`config.mk`:
```
export PLATFORM = sky130hd
export DESIGN_NAME = mmio_periph
export DESIGN_NICKNAME = d
export VERILOG_FILES = /design/src/rtl/mmio_pkg.sv /design/src/rtl/mmio_fifo.sv /design/src/rtl/mmio_periph.sv
export SDC_FILE = /design/constraint.sdc
export NUM_CORES = 1
export LEC_CHECK = 0
export BUFFER_PORTS_ARGS = -buffer_cell sky130_fd_sc_hd__buf_2
export CORE_UTILIZATION = 27
export DETAILED_ROUTE_END_ITERATION = 12
export MAX_ROUTING_LAYER = met4
export PLACE_DENSITY = 0.46
export SLEW_MARGIN = 30
export SYNTH_ARGS = -nofsm -noshare
export SYNTH_HDL_FRONTEND = slang
export SYNTH_SLANG_ARGS = --single-unit
```
`constraint.sdc`:
```
create_clock -name clk -period 3.4 [get_ports clk]
set_input_delay 0.17 -clock clk [delete_from_list [all_inputs] [get_ports clk]]
set_output_delay 0.17 -clock clk [all_outputs]
set_load 0.01 [all_outputs]
```
`src/rtl/mmio_pkg.sv`:
```
// ============================================================================
//  Module      : mmio_pkg
//  Description : Shared constants for the MMIO peripheral: register word
//                offsets inside the 0x800-0xFFF window and STATUS bit
//                positions, plus the window decode helper.
//  Revision    : 1.0 - initial release
// ============================================================================
`default_nettype none

package mmio_pkg;

    // Register word indices (address[11:2])
    localparam logic [9:0] OFF_TXDATA  = 10'h200;
    localparam logic [9:0] OFF_STATUS  = 10'h201;
    localparam logic [9:0] OFF_CYCLE   = 10'h202;
    localparam logic [9:0] OFF_SCRATCH = 10'h203;
    localparam logic [9:0] OFF_HALT    = 10'h3FF;

    // STATUS register bit positions
    localparam int STAT_EMPTY     = 0;
    localparam int STAT_FULL      = 1;
    localparam int STAT_HALT      = 2;
    localparam int STAT_OVERFLOW  = 3;
    localparam int STAT_COUNT_LSB = 8;
    localparam int STAT_COUNT_W   = 8;

    // The window is 0x800-0xFFF: upper address bits all zero and bit 11 set.
    function automatic logic in_window(input logic [31:0] addr);
        return (addr[31:12] == 20'h0) && addr[11];
    endfunction

endpackage

`default_nettype wire

```
`src/rtl/mmio_fifo.sv`:
```
// ============================================================================
//  Module      : mmio_fifo
//  Description : Byte-wide synchronous FIFO for the MMIO TX path. A push
//                arriving while full is still accepted when a pop happens
//                in the same cycle. The head reads as zero while empty.
//  Revision    : 1.0 - initial release
// ============================================================================
`default_nettype none

module mmio_fifo #(
    parameter int DEPTH = 8
) (
    input  logic                     clk,
    input  logic                     resetn,
    input  logic                     push,
    input  logic [7:0]               push_data,
    input  logic                     pop,
    output logic [7:0]               head,
    output logic                     empty,
    output logic                     full,
    output logic [$clog2(DEPTH):0]   count
);

    localparam int               AW           = $clog2(DEPTH);
    localparam logic [AW:0]      c_full_count = (AW+1)'(DEPTH);

    logic [7:0]    r_mem [DEPTH];
    logic [AW-1:0] r_rd_ptr;
    logic [AW-1:0] r_wr_ptr;
    logic [AW:0]   r_count;

    logic          w_pop;
    logic          w_push;

    // A pop on an empty FIFO is meaningless; a push at full only fits if
    // the head leaves in the same cycle.
    assign w_pop  = pop & (r_count != '0);
    assign w_push = push & ((r_count != c_full_count) | w_pop);

    assign empty = (r_count == '0);
    assign full  = (r_count == c_full_count);
    assign count = r_count;
    assign head  = empty ? 8'h00 : r_mem[r_rd_ptr];

    // Storage array: contents are don't-care while empty since head is gated.
    always_ff @(posedge clk) begin
        if (w_push) begin
            r_mem[r_wr_ptr] <= push_data;
        end
    end

    // Pointers and occupancy; a reset discards everything immediately.
    always_ff @(posedge clk or negedge resetn) begin
        if (!resetn) begin
            r_rd_ptr <= '0;
            r_wr_ptr <= '0;
            r_count  <= '0;
        end else begin
            if (w_push) begin
                r_wr_ptr <= r_wr_ptr + 1'b1;
            end
            if (w_pop) begin
                r_rd_ptr <= r_rd_ptr + 1'b1;
            end
            case ({w_push, w_pop})
                2'b10:   r_count <= r_count + 1'b1;
                2'b01:   r_count <= r_count - 1'b1;
                default: r_count <= r_count;
            endcase
        end
    end

endmodule

`default_nettype wire

```
`src/rtl/mmio_periph.sv`:
```
// ============================================================================
//  Module      : mmio_periph
//  Description : Memory-mapped peripheral answering the 0x800-0xFFF window:
//                TX byte FIFO with valid/ready drain, STATUS, free-running
//                CYCLE counter, SCRATCH register and a sticky HALT flag.
//                Reads are combinational from registered state.
//  Revision    : 1.0 - initial release
// ============================================================================
`default_nettype none

module mmio_periph
    import mmio_pkg::*;
#(
    parameter int FIFO_DEPTH = 8
) (
    input  logic        clk,
    input  logic        resetn,
    input  logic [31:0] address,
    input  logic [31:0] data_in,
    input  logic        we,
    output logic [31:0] data_out,
    output logic        hit,
    output logic        tx_valid,
    output logic [7:0]  tx_data,
    input  logic        tx_ready,
    output logic        halt
);

    localparam int CW = $clog2(FIFO_DEPTH) + 1;

    logic [9:0]    w_word;
    logic          w_unused_addr;
    logic          w_wr;
    logic          w_sel_tx;
    logic          w_sel_status;
    logic          w_sel_scratch;
    logic          w_sel_halt;
    logic          w_push_req;
    logic          w_pop;
    logic          w_ovf_set;
    logic          w_ovf_clr;
    logic          w_empty;
    logic          w_full;
    logic [7:0]    w_head;
    logic [CW-1:0] w_count;
    logic [31:0]   w_status;

    logic          r_overflow;
    logic          r_halt;
    logic [31:0]   r_cycle;
    logic [31:0]   r_scratch;

    // Byte lane bits are not decoded; every register is word-wide.
    assign w_unused_addr = ^address[1:0];

    assign hit    = in_window(address);
    assign w_word = address[11:2];

    assign w_sel_tx      = (w_word == OFF_TXDATA);
    assign w_sel_status  = (w_word == OFF_STATUS);
    assign w_sel_scratch = (w_word == OFF_SCRATCH);
    assign w_sel_halt    = (w_word == OFF_HALT);

    // Once halted, data-path writes are frozen; HALT itself stays writable
    // (it is already set, so that is harmless).
    assign w_wr       = we & hit & ~r_halt;
    assign w_push_req = w_wr & w_sel_tx;
    assign w_pop      = tx_valid & tx_ready;
    assign w_ovf_set  = w_push_req & w_full & ~w_pop;
    assign w_ovf_clr  = w_wr & w_sel_status & data_in[STAT_OVERFLOW];

    mmio_fifo #(
        .DEPTH     (FIFO_DEPTH)
    ) u_fifo (
        .clk       (clk),
        .resetn    (resetn),
        .push      (w_push_req),
        .push_data (data_in[7:0]),
        .pop       (w_pop),
        .head      (w_head),
        .empty     (w_empty),
        .full      (w_full),
        .count     (w_count)
    );

    assign tx_valid = ~w_empty;
    assign tx_data  = w_head;
    assign halt     = r_halt;

    // Sticky overflow flag; a same-cycle set beats a software clear.
    always_ff @(posedge clk or negedge resetn) begin
        if (!resetn) begin
            r_overflow <= 1'b0;
        end else if (w_ovf_set) begin
            r_overflow <= 1'b1;
        end else if (w_ovf_clr) begin
            r_overflow <= 1'b0;
        end
    end

    // Halt latches on any write to its word and only reset clears it.
    always_ff @(posedge clk or negedge resetn) begin
        if (!resetn) begin
            r_halt <= 1'b0;
        end else if (we && hit && w_sel_halt) begin
            r_halt <= 1'b1;
        end
    end

    // Free-running cycle counter, frozen while halted; wraps naturally.
    always_ff @(posedge clk or negedge resetn) begin
        if (!resetn) begin
            r_cycle <= 32'h0;
        end else if (!r_halt) begin
            r_cycle <= r_cycle + 32'h1;
        end
    end

    // General-purpose scratch register.
    always_ff @(posedge clk or negedge resetn) begin
        if (!resetn) begin
            r_scratch <= 32'h0;
        end else if (w_wr && w_sel_scratch) begin
            r_scratch <= data_in;
        end
    end

    // STATUS layout: count in [15:8], flags in [3:0].
    always_comb begin
        w_status = 32'h0;
        w_status[STAT_COUNT_LSB +: STAT_COUNT_W] = STAT_COUNT_W'(w_count);
        w_status[STAT_OVERFLOW] = r_overflow;
        w_status[STAT_HALT]     = r_halt;
        w_status[STAT_FULL]     = w_full;
        w_status[STAT_EMPTY]    = w_empty;
    end

    // Combinational read mux; anything outside the window or unmapped reads 0.
    always_comb begin
        data_out = 32'h0;
        if (hit) begin
            case (w_word)
                OFF_STATUS:  data_out = w_status;
                OFF_CYCLE:   data_out = r_cycle;
                OFF_SCRATCH: data_out = r_scratch;
                OFF_HALT:    data_out = {31'h0, r_halt};
                default:     data_out = 32'h0;
            endcase
        end
    end

endmodule

`default_nettype wire

```
Word-level counts from Yosys, hierarchy flattened. Memories as Yosys holds them, arrays and structs flattened. Cells that the tools add are included.

Bits in registers: 76. Memory bits (writable): 64. Input bits: 68. Output and inout port bits: 43. Word-level logic and storage cells: 53. Memories: 1.

Add/subtract/negate cells: 5. Equality and inequality tests: 9. Muxes and demuxes: 8. Bitwise gates (word level): 14. Reduce and logical (&&, ||, !) cells: 9.

Memory list: u_fifo.r_mem (depth 8, width 8, rd ports 1, clocked after Yosys merged registers in 0, write ports 1, line mmio_fifo.sv:27) `logic [7:0] r_mem [DEPTH];`.

Operators by type and width (number): case mux 32 bit (4 select lines) (1); equality test 10 bit (second input constant) (5); adder 32 x 1 -> 32 bit (second input constant) (1); 2-to-1 mux 32 bit (1); logical NOT 20 bit (1); AND 1 bit (10); 2-to-1 mux 8 bit (1); case mux 4 bit (2 select lines) (1); adder 3 x 1 -> 3 bit (second input constant) (2); adder 4 x 1 -> 4 bit (second input constant) (1); equality test 4 bit (second input constant) (1); logical AND 1 bit (4); logical NOT 4 bit (1); 2-to-1 mux 1 bit (4); inequality test 4 bit (second input constant) (1); nonzero test 2 bit (2); nonzero test 4 bit (1); subtractor 4 x 1 -> 4 bit (second input constant) (1); NOT 1 bit (3); equality test 2 x 1 -> 1 bit (second input constant) (1); equality test 2 bit (second input constant) (1); bitwise OR 1 bit (1).

Logic depth before layout (Yosys ltp). Gate-level depths: netlist of the first run.

Depth after elaboration: 8. Depth in mapped cells: 13. Gate-level depth less buffers: 11.

Cells and area by module. A second synthesis of the first run with hierarchy kept.

Cells, all modules: 505. Area total of the unflattened synthesis: 6806.5 um^2.

Modules (own cells, without submodules): mmio_periph (instances 1, cells each 323, area an instance 3641.0 um^2, sequential area each 1651.6 um^2); mmio_fifo (instances 1, cells each 182, area an instance 3165.5 um^2, sequential area each 2172.1 um^2).

Worst setup path after synthesis of the first run. OpenSTA, ideal clock, no wires.

Path kind: reg2reg. From: register r_halt, in the netlist halt. To: register u_fifo.r_count[3], in the netlist u_fifo.count[3]. Library setup time: 71 ps. Arrival time: 2558 ps. Required time: 3329 ps. Setup slack: 771 ps. Cell stages (with the launch flop): 14. Buffers on the path: 2. Period minus slack after synthesis: 2629 ps. Cells stage by stage: dfrtp_1 -> buf_6 -> nor4b_2 -> nand3_1 -> nor4_1 -> buf_2 -> nand2b_1 -> inv_1 -> ha_1 -> a21oi_1 -> nand2_1 -> nor4b_1 -> mux2i_1 -> nand4_1.

Cells in the longest elaborated chain, start to end: 6. Elaborated cells on any way between the ends: 8. Those cells by class: eq/ne (2); mux (1); bitwise (4); reduce/logical (1).

RTL lines: start: declaration (line mmio_periph.sv:49) `logic r_halt;`; start signal: assignment (line mmio_periph.sv:104) `r_halt <= 1'b0;`; start signal: assignment (line mmio_periph.sv:106) `r_halt <= 1'b1;`; NOT 1 bit (*) (line mmio_periph.sv:66) `assign w_wr = we & hit & ~r_halt;`; AND 1 bit (*) (line mmio_periph.sv:66); AND 1 bit (*) (line mmio_periph.sv:67) `assign w_push_req = w_wr & w_sel_tx;`; AND 1 bit (*) (line mmio_fifo.sv:38) `assign w_push = push & ((r_count != c_full_count) | w_pop);`; equality test 2 x 1 -> 1 bit or equality test 2 bit (tied branches) (line mmio_fifo.sv:65) `case ({w_push, w_pop})`; case mux 4 bit (2 select lines) or nonzero test 2 bit (tied branches); end signal: assignment (line mmio_fifo.sv:66) `2'b10: r_count <= r_count + 1'b1;`; end signal: assignment (line mmio_fifo.sv:67) `2'b01: r_count <= r_count - 1'b1;`; end signal: assignment (line mmio_fifo.sv:68) `default: r_count <= r_count;`; end: declaration (line mmio_fifo.sv:30) `logic [AW:0] r_count;`.

Every way passes the cells marked *; elsewhere a longest branch is shown, timed or not. A chain may end at the register's enable or synchronous reset.

Worst setup path after layout of the first run. Same ends and word-level chain as after synthesis.

==> results of run 1 <==
==> worst max path at each step <==
| stage | from | endpoint | slack [ps] | cells past startpoint |
|---|---|---|---|---|
| finish | halt | u_fifo.count[3] | 720 | 11 |
| global route | halt | u_fifo.count[3] | 460 | 11 |
| detailed placement | halt | u_fifo.count[3] | 730 | 11 |
| floorplan | halt | u_fifo.count[3] | 770 | 13 |
| CTS | u_fifo.r_rd_ptr[0] | tx_data[1] | 700 | 5 |
| global placement | halt | u_fifo.r_mem[0][4] | 820 | 7 |
==> state kept, by name (all words and copies together), names as in the netlist <==
name	cells
r_cycle	32
halt	1
u_fifo.r_wr_ptr	3
u_fifo.r_rd_ptr	3
u_fifo.count	4
r_scratch	32
u_fifo.r_mem	64
r_overflow	1
==> worst register-to-register path: stages (launching register included) <==
cell and delay, ps:
dfrtp_1 500, nor4b_2 320, nand3_1 170, nor4_2 220
nand2b_1 190, inv_1 70, ha_1 330, a21oi_1 210
nand2_1 140, nor4b_1 270, mux2i_1 110, nand4_1 80
==> area by class of cell <==
cell class | count | area (sq um) | area share
repair buffers | 149 | 928 | 0.110
flip-flops and latches | 140 | 3820 | 0.454
inverters | 9 | 33.8 | 0.00401
clock inverters | 11 | 179 | 0.0212
clock buffers | 21 | 480 | 0.0571
well taps | 319 | 399 | 0.0474
multi-input cells | 316 | 2580 | 0.306
==> metrics by stage <==
stage,area [sq um],setup WS (ps)
after detailed placement,7530,730
final,8420,717
after global routing,8420,463
after floorplan,6540,771
after CTS,8420,701
after global placement,7500,820
==> repair_timing <==
action,4_1_cts,5_1_grt
gates resized for setup,0,0
hold buffers,23,0
hold endpoints to repair,48,0
==> cells in the final DEF (no fill, tap or decap), drive strengths merged, types with 3 or more instances in the layout <==
| master | n |
|---|---|
| dfrtp | 76 |
| nor4 | 8 |
| inv | 12 |
| xnor2 | 21 |
| a22oi | 7 |
| nor4b | 4 |
| nand2 | 28 |
| nand4 | 13 |
| dlygate4sd3 | 23 |
| ha | 5 |
| a21oi | 4 |
| o21ai | 3 |
| and3 | 8 |
| bufinv | 4 |
| mux4 | 16 |
| mux2 | 41 |
| nand3 | 13 |
| nor2 | 61 |
| nand2b | 5 |
| edfxtp | 64 |
| buf | 126 |
| mux2i | 35 |
| nor3 | 8 |
| clkbuf | 21 |
| xor2 | 15 |
==> cells by family (layout without fill, tap and decap cells) <==
logic type / after synthesis / count (layout) / share of synthesized area
flip-flops: 140 / 140 / 0.585
adder cells (fa/ha/maj): 6 / 6 / 0.0126
AO/OA/AOI/OAI: 24 / 24 / 0.0264
buffers and inverters: 29 / 190 / 0.0233
XOR/XNOR: 36 / 36 / 0.0482
multiplexers: 92 / 92 / 0.179
AND/OR/NAND/NOR: 158 / 158 / 0.126
==> layer usage <==
metal  global-route usage  up-vias  wire length, um  share of wire
met4               0.0356        0              193          0.012
met1                0.167     2186             6830           0.44
met2                0.221      103             7640           0.49
met5                    -        -                0              0
li1                     -     2070                -              -
met3               0.0389       18              851          0.055
==> power by group <==
part | total (W) | switching, W | leakage, nW | internal [W]
clock network | 0.00205 | 0.000736 | 0.317 | 0.00132
logic | 0.000797 | 0.000358 | 1.65 | 0.000438
registers | 0.00198 | 0.000166 | 1.61 | 0.00181
total | 0.00483 | 0.00126 | 3.57 | 0.00357
==> out/qor.csv, run 1 <==
stage;metric;value;unit
clock_tree;# Post-CTS Setup Buffers;0;
detailed_routing;final wirelength;15500;um
critical_path;Worst Path Buf+Inv;1;
clock_tree;clock buffer count from CTS;17;
detailed_routing;Via density;4.54;
clock_tree;Clock Latency Late Sink;420;ps
logic_synthesis;post-synthesis cell type count;48;
critical_path;Critical Path RT;3750;ps
min_path;hold path startpoint;data_in[9];
pwr;Static Leak;3.57;nW
sta;Slew headroom;0.412;
global_route;initial antenna violation count;0;
detailed_routing;vias post-DR;4377;
global_route;total track usage;0.137;
logic_synthesis;Post-synth top cells;76 x dfrtp_1, 64 x edfxtp_1, 61 x nor2_1;
sta;Clock Skew;10.2;ps
global_route;grt ovf;0;
run;max_cap viols;0;
detailed_routing;DR DRC count;0;
critical_path;arrival time at the worst endpoint;3030;ps
final_layout;# diodes;0;
critical_path;CP Launch Type;register;
min_path;Min-Delay Endpoint;r_scratch[9];
pwr;cell area power density;573;nW/um^2
critical_path;critical path class;reg -> reg;
sta;Slew Viols, Final;0;
sta;post-route setup TNS;0;ps
detailed_routing;drt first pass iters;4;
min_path;worst hold path class;in -> reg;
sta;Tmin final;2680;ps
critical_path;worst-path fanout max;11;
placed_design;routability cong.;0.798;
clock_tree;CTS tree;built;
placed_design;port bufs;108;
clock_tree;Clock Path Buffers;2;
placed_design;post-detail-place hpwl;11200;um
floorplan;starting density of the core;0.277;
final_layout;share of layout cells above drive strength 1;0.347;
clock_tree;Root Driver;clkbuf_16;
critical_path;Crit path largest cell delay;500;ps
sta;Final Setup Violations;0;
critical_path;crit end category;register;
final_layout;fin nets;707;
pwr;Power, Total;0.00483;W
clock_tree;H-tree depth;4;
critical_path;delay-heaviest family, CP;simple AND/OR/NAND/NOR gates;
detailed_routing;DRT iter0 DRCs;184;
sta;Least-Margin Pin Slew;883;ps
run_status;status;completed;
global_route;pin count of the biggest net entering global routing;51;
logic_synthesis;Syn Area/Cell;13.5;sq um
logic_synthesis;Post-synth EDFFs;64;
final_layout;Area Growth Syn to Fin;28.8;%
global_route;vias in the first global route;4502;
logic_synthesis;most frequent cell after synthesis;dfrtp_1;
clock_tree;Clock transition at path regs;60;ps
floorplan;Core Rows;56;
detailed_routing;ANT nets after route;0;
floorplan;Die Ht;158;um
floorplan;num ports;111;
critical_path;capture point of the worst reg-to-reg path;u_fifo.count[3];
logic_synthesis;cells after synthesis;485;
logic_synthesis;sequential area share after synthesis;0.585;
pwr;Max IR drop VDD;0.310;mV
logic_synthesis;Synth Net Count;559;
sta;FMAX;373;MHz
global_route;first-pass GRT wire length;24600;um
logic_synthesis;Synth top area share;0.294;
logic_synthesis;Mapped Area;6540;sq um
placed_design;placed insts;910;
logic_synthesis;largest cells by area after synthesis;edfxtp_1 29%, dfrtp_1 29%, mux2_2 7.1%, mux4_2 5.5%, mux2i_1 5.4%;
critical_path;r2r setup slk;720;ps
logic_synthesis;Async S/R FF share, synth;0.543;
floorplan;Placeable Area;23600;sq um
clock_tree;CTS Sinks;140;
sta;Final Hold Viols;0;
floorplan;Die Area;24800;sq um
final_layout;Finished Layout Cells;965;
sta;Hold WS;18.3;ps
sta;RSZ-0062 raised after global routing;false;
critical_path;Slowest-stage cell, CP;dfrtp_1;
sta;Final period util;0.789;
critical_path;CP Cell Sequence;nor4b_2 -> nand3_1 -> nor4_2 -> nand2b_1 -> inv_1 -> ha_1 -> a21oi_1 -> nand2_1 -> nor4b_1 -> mux2i_1 -> nand4_1;
min_path;Hold Crit Depth;2;
critical_path;RR Startpoint;halt;
floorplan;Die W;158;um
final_layout;final core occ;0.357;
logic_synthesis;post-synthesis register bit count;140;
final_layout;fillers;2335;
detailed_routing;wire per inst;16.1;um
logic_synthesis;YS warnings;0;
logic_synthesis;predominant post-synthesis flop cell;dfrtp_1;
critical_path;path depth of the worst reg2reg path;11;
logic_synthesis;area leader, netlist;edfxtp_1;
Note: power is estimated with default switching activity, not from simulation.
==> run 2, diff against run 1 <==
--- a/config.mk
+++ b/config.mk
@@ -9,7 +9,7 @@
 export CORE_UTILIZATION = 27
 export DETAILED_ROUTE_END_ITERATION = 12
 export MAX_ROUTING_LAYER = met4
-export PLACE_DENSITY = 0.46
+export PLACE_DENSITY = 0.48
 export SLEW_MARGIN = 30
 export SYNTH_ARGS = -nofsm -noshare
 export SYNTH_HDL_FRONTEND = slang
==> constraint.sdc (replaced) <==
create_clock -name clk -period 2.3 [get_ports clk]
set_input_delay 0.115 -clock clk [delete_from_list [all_inputs] [get_ports clk]]
set_output_delay 0.115 -clock clk [all_outputs]
set_load 0.01 [all_outputs]
==> out/qor.csv, run 2 (synthesis gave the netlist of run 1 again) <==
stage;metric;value;unit;change
placed_design;placed insts;922;;+1.3%
final_layout;FF/Latch Area;3820;sq um;unchanged
sta;Slew headroom;0.578;;+0.167
sta;Setup WS post-layout;137;ps;-580 ps
final_layout;fin nets;725;;+2.5%
final_layout;Most flops, register;u_fifo.r_mem;;
detailed_routing;DR DRC count;0;;unchanged
clock_tree;Clock Latency Late Sink;420;ps;about the same
critical_path;RR Startpoint;halt;;
final_layout;fillers;2338;;+0.13%
global_route;grt ovf;0;;unchanged
placed_design;post-detail-place hpwl;11100;um;-0.31%
sta;Final Setup Violations;0;;unchanged
floorplan;Die Ht;158;um;unchanged
clock_tree;Root Driver;clkbuf_16;;
floorplan;Core Rows;56;;unchanged
critical_path;Critical Path RT;2650;ps;-1100 ps
detailed_routing;wire per inst;16.1;um;about the same
sta;Least-Margin Pin Slew;628;ps;-254 ps
placed_design;pre-CTS setup slack;-123;ps;-853 ps
final_layout;Area Growth Syn to Fin;31.3;%;
final_layout;max reg flops;64;;unchanged
detailed_routing;Via density;4.53;;-0.17%
final_layout;multi-input gate area in the final layout;2660;sq um;+3.2%
detailed_routing;DRT iter0 DRCs;222;;+21%
global_route;vias in the first global route;4540;;+0.84%
min_path;worst hold path class;in -> reg;;
critical_path;CP Launch Point;halt;;
sta;Final Hold Viols;0;;unchanged
pwr;Power, Total;0.00685;W;+42%
clock_tree;Clock Path Buffers;2;;unchanged
final_layout;post-layout instance area;8590;sq um;+2.0%
sta;Clock Skew;9.14;ps;-1.03 ps
detailed_routing;ANT nets after route;0;;unchanged
floorplan;starting density of the core;0.277;;unchanged
global_route;total track usage;0.138;;+0.000960
detailed_routing;final wirelength;15800;um;+1.8%
final_layout;share of layout cells above drive strength 1;0.372;;+0.0252
sta;Tmin final;2160;ps;-520 ps
clock_tree;CTS tree;built;;
pwr;Static Leak;3.64;nW;+1.9%
final_layout;most frequent cells in the layout;107 x buf_2, 76 x dfrtp_1, 64 x edfxtp_1;;
sta;Final period util;0.940;;+0.151
pwr;cell area power density;798;nW/um^2;+39%
critical_path;critical path class;reg -> reg;;
final_layout;Largest regs;u_fifo.r_mem (64), r_cycle (32), r_scratch (32);;
run_status;status;completed;;
final_layout;Finished Layout Cells;983;;+1.9%
clock_tree;Clock transition at path regs;60;ps;about the same
placed_design;routability cong.;0.850;;+6.5%
floorplan;num ports;111;;unchanged
critical_path;arrival time at the worst endpoint;2510;ps;-520 ps
run;max_cap viols;0;;unchanged
critical_path;CP Launch Type;register;;
clock_tree;CTS Sinks;140;;unchanged
global_route;first-pass GRT wire length;24700;um;+0.14%
sta;Slew Viols, Final;0;;unchanged
detailed_routing;vias post-DR;4451;;+1.7%
critical_path;crit end category;register;;
floorplan;Die W;158;um;unchanged
critical_path;worst-path fanout max;3;;-8
clock_tree;clock buffer count from CTS;17;;unchanged
clock_tree;H-tree depth;4;;unchanged
final_layout;most common cell after layout, fill and taps aside;buf_2;;
sta;FMAX;462;MHz;+24%
floorplan;Placeable Area;23600;sq um;unchanged
detailed_routing;drt first pass iters;4;;unchanged
global_route;pin count of the biggest net entering global routing;46;;-9.8%
min_path;hold path startpoint;data_in[5];;
pwr;Max IR drop VDD;0.441;mV;+42%
placed_design;port bufs;108;;unchanged
sta;post-route setup TNS;0;ps;unchanged
placed_design;Post-DP Area;7710;sq um;+2.3%
sta;RSZ-0062 raised after global routing;true;;
floorplan;Die Area;24800;sq um;unchanged
global_route;initial antenna violation count;0;;unchanged
final_layout;# diodes;0;;unchanged
## run 2: where the power goes
group          leakage (nW)  internal, W  total (W)  switching [W]
logic                  1.77     0.000703    0.00140       0.000695
registers              1.61      0.00268    0.00280       0.000121
clock network         0.259      0.00159    0.00266        0.00106
## run 2: cell type report
class,instances,share of cell area
Tap cell,319,0.0465
Inverter,9,0.00422
Sequential cell,140,0.445
Clock inverter,11,0.0146
Clock buffer,21,0.0513
Multi-Input combinational cell,316,0.309
Timing Repair Buffer,167,0.129
## run 2: final timing paths
| kind | slack, ps | depth (start not counted) | end |
|---|---|---|---|
| hold / removal | 10 | 1 | u_fifo.r_mem[2][5] |
| min in group asynchronous | 180 | 2 | r_scratch[27] |
| setup / recovery | 140 | 11 | u_fifo.count[3] |
| max in group asynchronous | 1500 | 3 | r_cycle[22] |
| hold reg to reg | 480 | 1 | r_cycle[31] |
| setup reg to reg | 140 | 11 | u_fifo.count[3] |
## run 2: through the flow
step / util / hold slack, ps
after global placement: 0.326 / 91.2
final: 0.364 / 11.1
after detailed placement: 0.326 / 100
after CTS: 0.362 / 2.99
after floorplan: - / -181
after global routing: 0.364 / 10.5
## run 2: critical path: stages (launching register included)
cell,delay (ps)
dfrtp_1,390
nor4b_2,250
nand3_2,160
nor4_4,200
nand2b_4,200
inv_4,40
ha_4,230
a21oi_4,160
nand2_2,90
nor4b_2,210
mux2i_1,100
nand4_1,70
## run 2: repair_timing
item                       in CTS  in global routing
pin swaps                       3                  0
gates resized for setup         0                  6
hold endpoints to repair       72                  0
setup endpoints to repair       8                  5
hold buffers                   28                  0
setup buffers                   1                  0
cloned                          0                  0
## run 2: routing by layer
metal | GRT usage | up-vias | part of all wire
li1 | - | 2106 | -
met1 | 0.166 | 2229 | 0.45
met2 | 0.223 | 104 | 0.49
met3 | 0.0408 | 12 | 0.045
met4 | 0.0370 | 0 | 0.011
met5 | - | - | 0
